--- src/rtl/i2c_target_regs_if.sv ---
// ============================================================================
// Module   : i2c_target_regs_if
// Brief    : I2C bus levels and register-file port of the I2C target.
// Revision : 1.0 - initial release
// ============================================================================
`default_nettype none

interface i2c_target_regs_if;
  logic       scl_in;
  logic       sda_in;
  logic       sda_oe;
  logic [7:0] reg_addr;
  logic [7:0] reg_wdata;
  logic       reg_we;
  logic       reg_re;
  logic [7:0] reg_rdata;
  logic       busy;
  logic       stop_pulse;

  modport slave (
    input  scl_in, sda_in, reg_rdata,
    output sda_oe, reg_addr, reg_wdata, reg_we, reg_re, busy, stop_pulse
  );

  modport master (
    output scl_in, sda_in, reg_rdata,
    input  sda_oe, reg_addr, reg_wdata, reg_we, reg_re, busy, stop_pulse
  );
endinterface

`default_nettype wire

--- src/rtl/i2c_target_regs.sv ---
// ============================================================================
// Module   : i2c_target_regs
// Brief    : Oversampled I2C target with auto-incrementing register pointer.
// Revision : 1.0 - initial release
// ============================================================================
`default_nettype none

module i2c_target_regs #(
  parameter logic [6:0] TARGET_ADDR = 7'h42,
  parameter int         FILTER_LEN  = 5
) (
  input  logic              system_clk,
  input  logic              reset,
  i2c_target_regs_if.slave  bus
);

  typedef enum logic [3:0] {
    IDLE      = 4'd0,
    ADDR      = 4'd1,
    ADDR_ACK  = 4'd2,
    PTR       = 4'd3,
    PTR_ACK   = 4'd4,
    WDATA     = 4'd5,
    WDATA_ACK = 4'd6,
    RDATA     = 4'd7,
    RDATA_ACK = 4'd8,
    IGNORE    = 4'd9
  } state_t;

  logic [1:0]            scl_s_q, sda_s_q;
  logic [FILTER_LEN-1:0] scl_w_q, sda_w_q;
  logic                  scl_f_q, sda_f_q, scl_p_q, sda_p_q;

  always_ff @(posedge system_clk or posedge reset) begin
    if (reset) begin
      scl_s_q <= '1;
      sda_s_q <= '1;
      scl_w_q <= '1;
      sda_w_q <= '1;
      scl_f_q <= 1'b1;
      sda_f_q <= 1'b1;
      scl_p_q <= 1'b1;
      sda_p_q <= 1'b1;
    end else begin
      scl_s_q <= {scl_s_q[0], bus.scl_in};
      sda_s_q <= {sda_s_q[0], bus.sda_in};
      scl_w_q <= {scl_w_q[FILTER_LEN-2:0], scl_s_q[1]};
      sda_w_q <= {sda_w_q[FILTER_LEN-2:0], sda_s_q[1]};
      // Filtered level moves only on a unanimous window.
      if (&scl_w_q)       scl_f_q <= 1'b1;
      else if (~|scl_w_q) scl_f_q <= 1'b0;
      if (&sda_w_q)       sda_f_q <= 1'b1;
      else if (~|sda_w_q) sda_f_q <= 1'b0;
      scl_p_q <= scl_f_q;
      sda_p_q <= sda_f_q;
    end
  end

  logic start_det, stop_det, rise, fall;
  assign start_det = scl_p_q & scl_f_q &  sda_p_q & ~sda_f_q;
  assign stop_det  = scl_p_q & scl_f_q & ~sda_p_q &  sda_f_q;
  assign rise      = ~scl_p_q &  scl_f_q;
  assign fall      =  scl_p_q & ~scl_f_q;

  state_t     state_q;
  logic [3:0] bitcnt_q;
  logic [7:0] shift_q, ptr_q, reg_wdata_q;
  logic       rw_q, cap_q, sda_oe_q, reg_we_q, reg_re_q, busy_q, stop_pulse_q;
  logic [7:0] byte_in;
  assign byte_in = {shift_q[6:0], sda_f_q};

  always_ff @(posedge system_clk or posedge reset) begin
    if (reset) begin
      state_q      <= IDLE;
      bitcnt_q     <= 4'd0;
      shift_q      <= 8'd0;
      ptr_q        <= 8'd0;
      reg_wdata_q  <= 8'd0;
      rw_q         <= 1'b0;
      cap_q        <= 1'b0;
      sda_oe_q     <= 1'b0;
      reg_we_q     <= 1'b0;
      reg_re_q     <= 1'b0;
      busy_q       <= 1'b0;
      stop_pulse_q <= 1'b0;
    end else begin
      reg_we_q     <= 1'b0;
      reg_re_q     <= 1'b0;
      stop_pulse_q <= 1'b0;
      cap_q        <= reg_re_q;
      // Read data returns one cycle after the request; the pointer follows it.
      if (cap_q) begin
        shift_q <= bus.reg_rdata;
        ptr_q   <= ptr_q + 8'd1;
      end
      if (reg_we_q) ptr_q <= ptr_q + 8'd1;

      if (stop_det) begin
        state_q      <= IDLE;
        sda_oe_q     <= 1'b0;
        busy_q       <= 1'b0;
        stop_pulse_q <= busy_q;
      end else if (start_det) begin
        state_q  <= ADDR;
        bitcnt_q <= 4'd0;
        sda_oe_q <= 1'b0;
        busy_q   <= 1'b0;
      end else begin
        case (state_q)
          ADDR, PTR, WDATA: begin
            if (rise && bitcnt_q < 4'd8) begin
              shift_q  <= byte_in;
              bitcnt_q <= bitcnt_q + 4'd1;
              if (bitcnt_q == 4'd7) begin
                if (state_q == ADDR) begin
                  if (byte_in[7:1] == TARGET_ADDR) begin
                    busy_q <= 1'b1;
                    rw_q   <= byte_in[0];
                  end else begin
                    state_q <= IGNORE;
                  end
                end else if (state_q == PTR) begin
                  ptr_q <= byte_in;
                end else begin
                  reg_we_q    <= 1'b1;
                  reg_wdata_q <= byte_in;
                end
              end
            end else if (fall && bitcnt_q == 4'd8) begin
              sda_oe_q <= 1'b1;
              state_q  <= (state_q == ADDR) ? ADDR_ACK :
                          (state_q == PTR)  ? PTR_ACK  : WDATA_ACK;
            end
          end
          ADDR_ACK: begin
            if (rise) begin
              if (rw_q) reg_re_q <= 1'b1;
            end else if (fall) begin
              if (rw_q) begin
                sda_oe_q <= ~shift_q[7];
                bitcnt_q <= 4'd1;
                state_q  <= RDATA;
              end else begin
                sda_oe_q <= 1'b0;
                bitcnt_q <= 4'd0;
                state_q  <= PTR;
              end
            end
          end
          PTR_ACK, WDATA_ACK: begin
            if (fall) begin
              sda_oe_q <= 1'b0;
              bitcnt_q <= 4'd0;
              state_q  <= WDATA;
            end
          end
          RDATA: begin
            if (fall) begin
              if (bitcnt_q == 4'd8) begin
                sda_oe_q <= 1'b0;
                state_q  <= RDATA_ACK;
              end else begin
                sda_oe_q <= ~shift_q[6];
                shift_q  <= {shift_q[6:0], 1'b0};
                bitcnt_q <= bitcnt_q + 4'd1;
              end
            end
          end
          RDATA_ACK: begin
            if (rise) begin
              if (sda_f_q) state_q  <= IGNORE;
              else         reg_re_q <= 1'b1;
            end else if (fall) begin
              sda_oe_q <= ~shift_q[7];
              bitcnt_q <= 4'd1;
              state_q  <= RDATA;
            end
          end
          IDLE, IGNORE: ;
          default: state_q <= IDLE;
        endcase
      end
    end
  end

  assign bus.sda_oe     = sda_oe_q;
  assign bus.reg_addr   = ptr_q;
  assign bus.reg_wdata  = reg_wdata_q;
  assign bus.reg_we     = reg_we_q;
  assign bus.reg_re     = reg_re_q;
  assign bus.busy       = busy_q;
  assign bus.stop_pulse = stop_pulse_q;

endmodule

`default_nettype wire
--- src/flat_wrapper.sv ---
// flat-port wrapper written by rule: the top's interface ports become plain ports
module i2c_target_regs_flat 
#(
  parameter logic [6:0] TARGET_ADDR = 7'h42,
  parameter int         FILTER_LEN  = 5
)
  (system_clk, reset, bus_scl_in, bus_sda_in, bus_reg_rdata, bus_sda_oe, bus_reg_addr, bus_reg_wdata, bus_reg_we, bus_reg_re, bus_busy, bus_stop_pulse);
  i2c_target_regs_if bus_i ();
  input  logic system_clk;
  input  logic reset;
  input wire logic [$bits(bus_i.scl_in)-1:0] bus_scl_in;
  input wire logic [$bits(bus_i.sda_in)-1:0] bus_sda_in;
  input wire logic [$bits(bus_i.reg_rdata)-1:0] bus_reg_rdata;
  output wire logic [$bits(bus_i.sda_oe)-1:0] bus_sda_oe;
  output wire logic [$bits(bus_i.reg_addr)-1:0] bus_reg_addr;
  output wire logic [$bits(bus_i.reg_wdata)-1:0] bus_reg_wdata;
  output wire logic [$bits(bus_i.reg_we)-1:0] bus_reg_we;
  output wire logic [$bits(bus_i.reg_re)-1:0] bus_reg_re;
  output wire logic [$bits(bus_i.busy)-1:0] bus_busy;
  output wire logic [$bits(bus_i.stop_pulse)-1:0] bus_stop_pulse;
  assign bus_i.scl_in = bus_scl_in;
  assign bus_i.sda_in = bus_sda_in;
  assign bus_i.reg_rdata = bus_reg_rdata;
  assign bus_sda_oe = bus_i.sda_oe;
  assign bus_reg_addr = bus_i.reg_addr;
  assign bus_reg_wdata = bus_i.reg_wdata;
  assign bus_reg_we = bus_i.reg_we;
  assign bus_reg_re = bus_i.reg_re;
  assign bus_busy = bus_i.busy;
  assign bus_stop_pulse = bus_i.stop_pulse;
  i2c_target_regs #(.TARGET_ADDR(TARGET_ADDR), .FILTER_LEN(FILTER_LEN)) u_core (.system_clk(system_clk), .reset(reset), .bus(bus_i));
endmodule
--- config.mk ---
export PLATFORM = sky130hd
export DESIGN_NAME = i2c_target_regs_flat
export DESIGN_NICKNAME = d
export VERILOG_FILES = /design/src/rtl/i2c_target_regs_if.sv /design/src/rtl/i2c_target_regs.sv /design/src/flat_wrapper.sv
export SDC_FILE = /design/constraint.sdc
export NUM_CORES = 1
export LEC_CHECK = 0
export CAP_MARGIN = 5
export CORE_MARGIN = 3
export CORE_UTILIZATION = 33
export DETAILED_ROUTE_END_ITERATION = 10
export PLACE_DENSITY = 0.54
export SLEW_MARGIN = 30
export SYNTH_ARGS = -nofsm -noshare
export SYNTH_HDL_FRONTEND = slang
export SYNTH_SLANG_ARGS = --single-unit
--- constraint.sdc ---
create_clock -name system_clk -period 3.1 [get_ports system_clk]
set_input_delay 0.62 -clock system_clk [delete_from_list [all_inputs] [get_ports system_clk]]
set_output_delay 0.62 -clock system_clk [all_outputs]
set_load 0.005 [all_outputs]
==> results.md <==
* Status: finished clean
* Clk sinks at between 50 and 60
* Max_slew headroom at about half
* Critical path startpoint category: flip-flop
* Clock root cell: clkbuf_8
* CTS tree: built
* Largest net degree at the start of global routing at 27
* Setup-failing EPs final at 0
* Die Area at just under 10000 µm²
* Sequential element share of the synthesized area at about 52%
* Row count at 32
* Arrival time at the worst endpoint at 2520 ps
* Post-synth EDFFs at 0
* Crit path max fanout at 19
* Synth warn at 0
* DP Worst Slack at between 800 and 900 ps
* RR Startpoint: u_core.scl_f_q
* Power Dens Cells at roughly 430 nW/µm²
* Worst r2r dst: u_core.bitcnt_q[3]
* Final Slew Violations at 0
* Top_reg_cell synth: dfrtp_1
* Max_cap viols at 0
* Global-route wire length before repair at 10400 µm
* Final WL at a little over 6000 µm
* Final min period at between 2000 and 2500 ps
* Setup Skew at 11.3 ps
* Vias in the first global route at around 2k
* CTS Hold Bufs at 0
* CTS H-tree lvls at 3
* Num CTS Buffers at 9
* Final nets at ~310
* Post-Route Utilization at 42.0%
* Post-CTS Resized at 0
* Synth Instances at between 200 and 300
* Vias at 2088
* Fmax at ~430 MHz
* Setup tns final at 0 ps
* Die Y at 98.1 µm
* Number of antenna violations at the first check in global routing at 0
* Setup Fix Bufs, Post-CTS at 0
* Synthesized area per cell at 10.7 µm²
* # fillers at 788
* Leakage at 1.31 nW
* Area of the core at 7970 µm²
* Via-to-Cell Ratio at 5.23
* Diodes inserted at 0
* Final ANT Viol Nets at 0
* Reg clk slew, reported paths at 70 ps
* PortBufs at 32
* Drt drc at 0
* End point of the critical path: u_core.bitcnt_q[3]
* Netlist Area Pre-Place at 2800 µm²
* Max clock buf depth at 2
* Iteration count of the initial detailed-routing pass at 4
* Iteration-0 DRC Markers at around 150
* Worst-skew pair later-pin latency at roughly 340 ps
* Tcrit/Tclk final at 74.4%
* Starting Density at approximately a third
* Synth area leaders: dfrtp_1, dfstp_2, nor2_1, mux2_2, a21oi_1
* Min-delay worst type: flip-flop to flip-flop
* PnR worst setup slack at approximately 800 ps
* Flop2flop setup slack at between 700 and 800 ps
* Gr usage total at a little over an eighth
* Syn-to-layout area delta at 19.8%
* R2R depth at 6
* Peak VDD IR at 0.318 mV
* CP Class: flip-flop to flip-flop
* Syn nets at around 280
* Post-synth cell types at just under 60
* Register bit total from synthesis at 57
* Top-area cell type share of the netlist area at a little over a third
* Gpl congestion at around 0.87
* Final hold slack at about 360 ps
* Worst-Margin Slew at roughly 750 ps
* Grt ovf at 0
* Leading area contributor after synthesis: dfrtp_1
* Fin. Hold Viols at 0
* Async S/R FF share, synth at 100%
* Die width at 98.1 µm
* Layout cells sized above 1 at 18.9%
* I/O pins at 33
* Critical Path RT at around 3300 ps
* Worst Setup SP: u_core.scl_f_q
* Kind of end point of the critical path: flip-flop
* Wirelength per Cell at roughly 16 µm
* RSZ-0062 raised after global routing: no
* HPWL after detailed placement at around 4400 µm
==> logic make-up after synthesis <==
group / Yosys count / share of synthesized area (%)
and+or+nand+nor: 87 / 16.2
AOI/OAI and AO/OA: 64 / 15.9
DFF: 57 / 51.8
buffers and inverters: 21 / 3.98
muxes: 19 / 7.25
xor gates and xnor gates: 10 / 3.13
adders and majority gates: 4 / 1.70
==> worst max-delay path, stage by stage, from the launching register on <==
cell and delay [ps]:
dfstp_2 640, or3b_4 440, o22ai_1 200, nand3_2 330, a21boi_4 270, o221ai_1 200, o31ai_1 100
==> routing by layer <==
layer	part of all wire, %	vias to the layer above	global-route usage, %
met5	0	-	0
met4	1.8	0	4.79
met3	5.9	11	4.57
met2	42	52	17.8
met1	50	1016	20.8
li1	-	1009	-
==> cell type report <==
| class | instances | area [µm²] | share of cell area [%] |
|---|---|---|---|
| clock buffers | 9 | 124 | 3.70 |
| clock inverters | 7 | 51.3 | 1.53 |
| inverters | 5 | 18.8 | 0.560 |
| multi-input cells | 184 | 1240 | 36.9 |
| flip-flops and latches | 57 | 1450 | 43.3 |
| well taps | 102 | 128 | 3.81 |
| repair buffers | 35 | 343 | 10.2 |
==> cell usage after synthesis, types with 3 or more instances <==
library cell	number
nand3_1	4
a21oi_1	21
buf_2	5
mux2i_1	9
a32o_1	4
nor3b_1	4
nand2_1	13
o221ai_1	3
inv_1	5
dfstp_2	18
nor2_1	37
ha_1	3
buf_6	3
o22ai_1	6
xor2_1	5
dfrtp_1	39
xnor2_1	5
mux2_2	10
nor2b_1	3
nand2b_1	6
o21ai_0	7
clkbuf_1	5
==> registers in the layout, indices dropped and copies added (netlist names), 2 cells and up <==
name / flops
u_core.bitcnt_q: 4
u_core.bus.reg_addr: 8
u_core.bus.reg_wdata: 8
u_core.scl_s_q: 2
u_core.scl_w_q: 5
u_core.sda_s_q: 2
u_core.sda_w_q: 5
u_core.shift_q: 8
u_core.state_q: 4
==> how the worst min path moves through the flow <==
stage,slack [ps],cells past startpoint,end,start
6_report,360,0,u_core.scl_w_q[0],u_core.scl_s_q[1]
5_1_grt,360,0,u_core.scl_s_q[1],u_core.scl_s_q[0]
4_1_cts,360,0,u_core.scl_w_q[0],u_core.scl_s_q[1]
3_5_place_dp,350,0,u_core.scl_w_q[0],u_core.scl_s_q[1]
3_3_place_gp,350,0,u_core.scl_w_q[0],u_core.scl_s_q[1]
2_1_floorplan,350,0,u_core.scl_s_q[1],u_core.scl_s_q[0]
==> stage by stage <==
| step | area [µm²] | std cells | power [mW] |
|---|---|---|---|
| detailed placement | 3170 | 383 | 0.833 |
| global placement | 3170 | 383 | 0.833 |
| CTS | 3350 | 399 | 1.46 |
| floorplan | 2800 | 262 | 0.808 |
| finish | 3350 | 399 | 1.44 |
| global route | 3350 | 399 | 1.50 |
==> cell usage in the layout, fill, tap and decap left out, types with 2 or more instances in the layout <==
master            n
dfrtp_1          39
nor2_1           37
clkdlybuf4s50_1  32
a21oi_1          21
dfstp_2          18
nand2_1          13
mux2_2           10
mux2i_1           9
clkbuf_8          9
o21ai_0           7
nand2b_1          6
o22ai_1           6
xnor2_1           5
xor2_1            5
nor3b_1           4
inv_1             4
nand3_1           4
a32o_1            4
nor2b_1           3
o221ai_1          3
ha_1              3
buf_4             3
nand3_2           2
o2111ai_1         2
or2_2             2
a22o_1            2
nor3_1            2
o211ai_1          2
o32a_1            2
a41oi_1           2
or4_1             2
inv_4             2
inv_6             2
==> report_power, final <==
| group | switching [mW] | internal (mW) |
|---|---|---|
| Clock | 0.322 | 0.295 |
| Combinational | 0.0226 | 0.0202 |
| Sequential | 0.0110 | 0.764 |
Power figures use the tool's default switching activity.
